File: src/rtl/div_hilo_ctrl.sv
// Sequences DIV requests through the shared signed divider and owns the HI/LO registers (MTHI/MTLO writes).
// Optional build macro DIV_ZERO_TRAP_EN turns zero-divisor DIVs into a div_zero_exc pulse instead of the fixed result.
module div_hilo_ctrl #(
    parameter int DIV_CYCLES = 32,
    parameter int TIMEOUT    = 40
) (
    input  logic        clock,
    input  logic        reset,
    input  logic        op_div,
    input  logic        op_mthi,
    input  logic        op_mtlo,
    input  logic [31:0] rs_val,
    input  logic [31:0] rt_val,
    output logic        div_start,
    output logic [31:0] div_dividend,
    output logic [31:0] div_divisor,
    input  logic [31:0] div_q,
    input  logic [31:0] div_r,
    input  logic        div_busy,
    input  logic        div_over,
    output logic [31:0] hi,
    output logic [31:0] lo,
    output logic        stall,
`ifdef DIV_ZERO_TRAP_EN
    output logic        div_zero_exc,
`endif
    output logic        done
);

    // Wide enough to count past both the expected divide length and the abort limit.
    localparam int WD_W = $clog2(TIMEOUT + DIV_CYCLES + 1);

    typedef enum logic [1:0] {
        IDLE  = 2'd0,
        ISSUE = 2'd1,
        WAIT  = 2'd2
    } state_t;

    state_t            state_q, state_d;
    logic [31:0]       hi_q, hi_d;
    logic [31:0]       lo_q, lo_d;
    logic [31:0]       dvd_q, dvd_d;
    logic [31:0]       dvs_q, dvs_d;
    logic [WD_W-1:0]   wd_q, wd_d;
    logic              done_q, done_d;
`ifdef DIV_ZERO_TRAP_EN
    logic              exc_q, exc_d;
`endif

    // Divider busy carries no control meaning here; an early drop in WAIT is tolerated.
    logic unused_div_busy;
    assign unused_div_busy = div_busy;

    always_ff @(posedge clock or posedge reset) begin
        if (reset) begin
            state_q <= IDLE;
            hi_q    <= '0;
            lo_q    <= '0;
            dvd_q   <= '0;
            dvs_q   <= '0;
            wd_q    <= '0;
            done_q  <= 1'b0;
`ifdef DIV_ZERO_TRAP_EN
            exc_q   <= 1'b0;
`endif
        end else begin
            state_q <= state_d;
            hi_q    <= hi_d;
            lo_q    <= lo_d;
            dvd_q   <= dvd_d;
            dvs_q   <= dvs_d;
            wd_q    <= wd_d;
            done_q  <= done_d;
`ifdef DIV_ZERO_TRAP_EN
            exc_q   <= exc_d;
`endif
        end
    end

    always_comb begin
        state_d   = state_q;
        hi_d      = hi_q;
        lo_d      = lo_q;
        dvd_d     = dvd_q;
        dvs_d     = dvs_q;
        wd_d      = wd_q;
        done_d    = 1'b0;
`ifdef DIV_ZERO_TRAP_EN
        exc_d     = 1'b0;
`endif
        div_start = 1'b0;
        stall     = 1'b0;

        case (state_q)
            IDLE: begin
                stall = op_div;
                if (op_div) begin
                    if (rt_val != 32'd0) begin
                        dvd_d   = rs_val;
                        dvs_d   = rt_val;
                        state_d = ISSUE;
                    end else begin
`ifdef DIV_ZERO_TRAP_EN
                        exc_d  = 1'b1;
`else
                        // Zero divisor bypasses the divider with a fixed result.
                        hi_d   = rs_val;
                        lo_d   = 32'hFFFF_FFFF;
                        done_d = 1'b1;
`endif
                    end
                end else begin
                    if (op_mthi) hi_d = rs_val;
                    if (op_mtlo) lo_d = rs_val;
                end
            end
            ISSUE: begin
                stall     = 1'b1;
                div_start = 1'b1;
                wd_d      = '0;
                state_d   = WAIT;
            end
            WAIT: begin
                stall = 1'b1;
                if (div_over) begin
                    lo_d    = div_q;
                    hi_d    = div_r;
                    done_d  = 1'b1;
                    state_d = IDLE;
                end else if (wd_q == WD_W'(TIMEOUT - 1)) begin
                    state_d = IDLE;
                end else begin
                    wd_d = wd_q + 1'b1;
                end
            end
            default: state_d = IDLE;
        endcase
    end

    assign div_dividend = dvd_q;
    assign div_divisor  = dvs_q;
    assign hi           = hi_q;
    assign lo           = lo_q;
    assign done         = done_q;
`ifdef DIV_ZERO_TRAP_EN
    assign div_zero_exc = exc_q;
`endif

endmodule
File: config.mk
export PLATFORM = sky130hd
export DESIGN_NAME = div_hilo_ctrl
export DESIGN_NICKNAME = d
export VERILOG_FILES = /design/src/rtl/div_hilo_ctrl.sv
export SDC_FILE = /design/constraint.sdc
export NUM_CORES = 1
export LEC_CHECK = 0
export ABC_AREA = 0
export BUFFER_PORTS_ARGS = -buffer_cell sky130_fd_sc_hd__buf_4
export CORE_MARGIN = 2
export CORE_UTILIZATION = 49
export CTS_BUF_LIST = sky130_fd_sc_hd__clkbuf_16
export DETAILED_ROUTE_END_ITERATION = 16
export GPL_TIMING_DRIVEN = 0
export PLACE_DENSITY = 0.89
export SETUP_SLACK_MARGIN = 0.2
export SYNTH_ARGS = -nofsm -noshare
export SYNTH_HDL_FRONTEND = slang
export SYNTH_SLANG_ARGS = --single-unit
File: constraint.sdc
create_clock -name clock -period 5.83 [get_ports clock]
set_input_delay 1.166 -clock clock [delete_from_list [all_inputs] [get_ports clock]]
set_output_delay 1.166 -clock clock [all_outputs]
set_load 0.02 [all_outputs]
==> impl_metrics.csv <==
group,metric,value,unit
setup_path,cp.arrival,2.19,ns
floorplanning,rows,42,
timing,tns,0,ns
clock_network,cts_buffers,17,
route,route.detailed.drc,0,
timing,fin_hold_ws,0.508,ns
layout,diodes,0,
timing,fin_crit,3.36,ns
layout,num-fill-cells,901,
timing,post-route-period-util,57.6,%
setup_path,cp.required,4.66,ns
power_and_ir_drop,combinationalPowerShare,52.4,%
setup_path,worst-setup-path-type,"in -> out",
clock_network,clock_sinks,138,
timing,rsz0062_at_grt,"no",
synth,netlist-cell-type-count,30,
layout,final_nets,907,
synth,post_synth.cell_area_avg,13.6,µm²
route,drtIter0Drc,305,
setup_path,path_common_cell,"nor2_1",
route,vias,5103,
synth,netlist.area_leader.share,52.5,%
synth,synthTopCellsByArea,"dfrtp_1 52%, mux2_2 17%, mux2_4 14%, o21ai_0 3.0%, nand2_1 2.2%",
power_and_ir_drop,power.net_switching,2.20,mW
grt,gr-total-overflow,0,
synth,syn_nets,624,
synth,yosysMostFrequentCell,"dfrtp_1",
grt,grt_pass1_vias,5493,
setup_path,start_kind,"primary input",
layout,final_area,9420,µm²
clock_network,ctsRootBufferMaster,"clkbuf_16",
synth,synthFlopType,"dfrtp_1",
outcome,outcome,"complete, no violations",
route,wl_per_cell,19.8,µm
grt,use_met1,31.2,%
clock_network,htreeDepth,4,
floorplanning,io_pins,266,
layout,layout-drive-gt1-share,61.3,%
route,finalWirelength,18.9,mm
power_and_ir_drop,p_int,3.79,mW
synth,async_flop_share,100,%
clock_network,cts_buffer_depth,2,
synth,synth_top_area_cell,"dfrtp_1",
synth,synth_warnings,0,
timing,fmax,298,MHz
placed_design,placed_cells,924,
power_and_ir_drop,switching_share,36.7,%
floorplanning,core-area,13200,µm²
layout,areaGrowthSynthToFinish,43.1,%
layout,multi_input_area,2860,µm²
floorplanning,start_util,49.9,%
power_and_ir_drop,vdd_drop_max,0.330,mV
grt,grt.busiest_layer,"met2",
route,detail_route.vias_per_cell,5.34,
timing,slew_viol_final,0,
grt,antenna_found_initial,0,
setup_path,crit_fanout,8,
clock_network,post_cts_resized,0,
grt,grt_max_degree,74,
timing,tightest_slew,0.693,ns
job,maxCapViolations,0,
timing,setup_violations,0,
layout,layout.cells.non_filler,956,
floorplanning,die_w,120,µm
timing,hold_viol_final,0,
power_and_ir_drop,p_seq_share,29.0,%
clock_network,cts_tree,"built",
power_and_ir_drop,pwr-share-clk,18.6,%
grt,grtUsageMet2,45.5,%
setup_path,critPathSlowestCell,"clkbuf_1",
clock_network,postCtsSetupBuffers,0,
placed_design,placedInstanceArea,8810,µm²
setup_path,cp-end-kind,"output port",
grt,grt_usage,26.6,%
grt,grtUsageMet3,8.37,%
clock_network,clock_latency,0.42,ns
layout,regArea,3450,µm²
synth,ys_seq_area_share,52.5,%
route,drtAntennaViolNets,0,
setup_path,slowest_delay,0.41,ns
synth,yosys-top-cells-count,"138 x dfrtp_1, 102 x mux2_2, 60 x mux2_4",
clock_network,clk_pin_slew,0.06,ns
placed_design,routabilityCongestion,0.864,
grt,grt_pass1_wl,29.3,mm
synth,synth_edf_count,0,
timing,skew,0.00364,ns
route,drt-pass1-iter-count,5,
timing,slew_headroom,53.8,%
floorplanning,die_h,120,µm
synth,synthCells,484,
floorplanning,die-area,14400,µm²
setup_path,path_cells,"clkbuf_1, and2_1, nor2_1, nor2_1, buf_4",
placed_design,dp_hpwl,14.3,mm
power_and_ir_drop,power_density,636,nW/µm²
power_and_ir_drop,total_power,5.99,mW
synth,synth_area,6580,µm²
placed_design,portBuffers,263,
hold_path,hp-class,"reg -> reg",
power_and_ir_drop,leakage,4.44,nW
clock_network,cts_hold_buf,0,
synth,yosys_register_bits,138,
path summary, 6_finish.rpt:
check	endpoint	slack [ns]	cells past startpoint	start
max in group asynchronous	lo[11]$_DFFE_PP0P_	4.24	3	reset
hold / removal	div_dividend[21]$_DFFE_PP0P_	0.51	1	div_dividend[21]$_DFFE_PP0P_
hold reg to reg	div_dividend[21]$_DFFE_PP0P_	0.51	1	div_dividend[21]$_DFFE_PP0P_
min in group asynchronous	div_divisor[28]$_DFFE_PP0P_	0.82	2	reset
setup / recovery	stall	2.47	5	op_div
setup reg to reg	lo[29]$_DFFE_PP0P_	3.29	7	state_q[0]$_DFFE_PP0P_
cells in the final DEF, fill, tap and decap left out, types with 3 or more instances in the layout:
cell type / netlist / layout
buf_4: 0 / 263
dfrtp_1: 138 / 138
mux2_2: 102 / 102
mux2_4: 60 / 60
nand2_1: 39 / 39
o21ai_0: 39 / 39
nor2_1: 38 / 38
clkbuf_16: 0 / 17
clkbuf_1: 14 / 14
buf_6: 6 / 6
buf_12: 6 / 6
ha_1: 5 / 5
nor4_2: 4 / 4
nor4_1: 4 / 4
inv_1: 4 / 4
bufinv_16: 0 / 4
clkinv_2: 0 / 4
nand4_1: 3 / 3
xor2_1: 3 / 3
clkinvlp_4: 0 / 3
critical path, delay by kind of cell:
kind / cells / cell delay [ns]
buffers and inverters: 2 / 0.56
AND/OR/NAND/NOR: 3 / 0.46
logic make-up after synthesis:
group / count (synthesis) / share of synthesized area, %
buffers and inverters: 33 / 4.09
and+or+nand+nor: 98 / 6.88
DFF: 138 / 52.5
xor gates and xnor gates: 3 / 0.399
AOI/OAI and AO/OA: 45 / 4.09
adders and majority gates: 5 / 0.950
muxes: 162 / 31.1
stage by stage:
stage / setup WS (ns) / utilization (%)
floorplan: 0.968 / -
global route: 2.39 / 71.4
finish: 2.47 / 71.4
CTS: 2.43 / 71.4
detailed placement: 2.43 / 66.8
global placement: -0.296 / 66.5
per-layer routing:
| layer | part of all wire, % | vias to the layer above |
|---|---|---|
| li1 | - | 2277 |
| met1 | 38 | 2536 |
| met2 | 51 | 254 |
| met3 | 7.8 | 36 |
| met4 | 2.4 | 0 |
| met5 | 0 | - |
state kept, by name, summed over array words and instances, names as in the netlist:
name          flops
lo               32
div_dividend     32
wd_q              7
state_q           2
hi               32
done              1
div_divisor      32
power groups by stage:
stage | registers (mW) | logic, mW | clock network (mW)
floorplan | 2.23 | 1.46 | 0
global placement | 1.69 | 3.06 | 0
detailed placement | 1.73 | 3.15 | 0
CTS | 1.73 | 3.16 | 1.13
global route | 1.78 | 3.29 | 1.17
finish | 1.74 | 3.14 | 1.11
cell type report:
type                       instances  share of cell area, %
timing repair buffer             264                   21.3
clock inverter                    15                   1.94
tap                              176                   2.34
inverter                           4                  0.213
multi-input combinational        313                   30.4
buffer                            29                   2.70
sequential                       138                   36.7
clock buffer                      17                   4.52
Power figures use the tool's default switching activity.
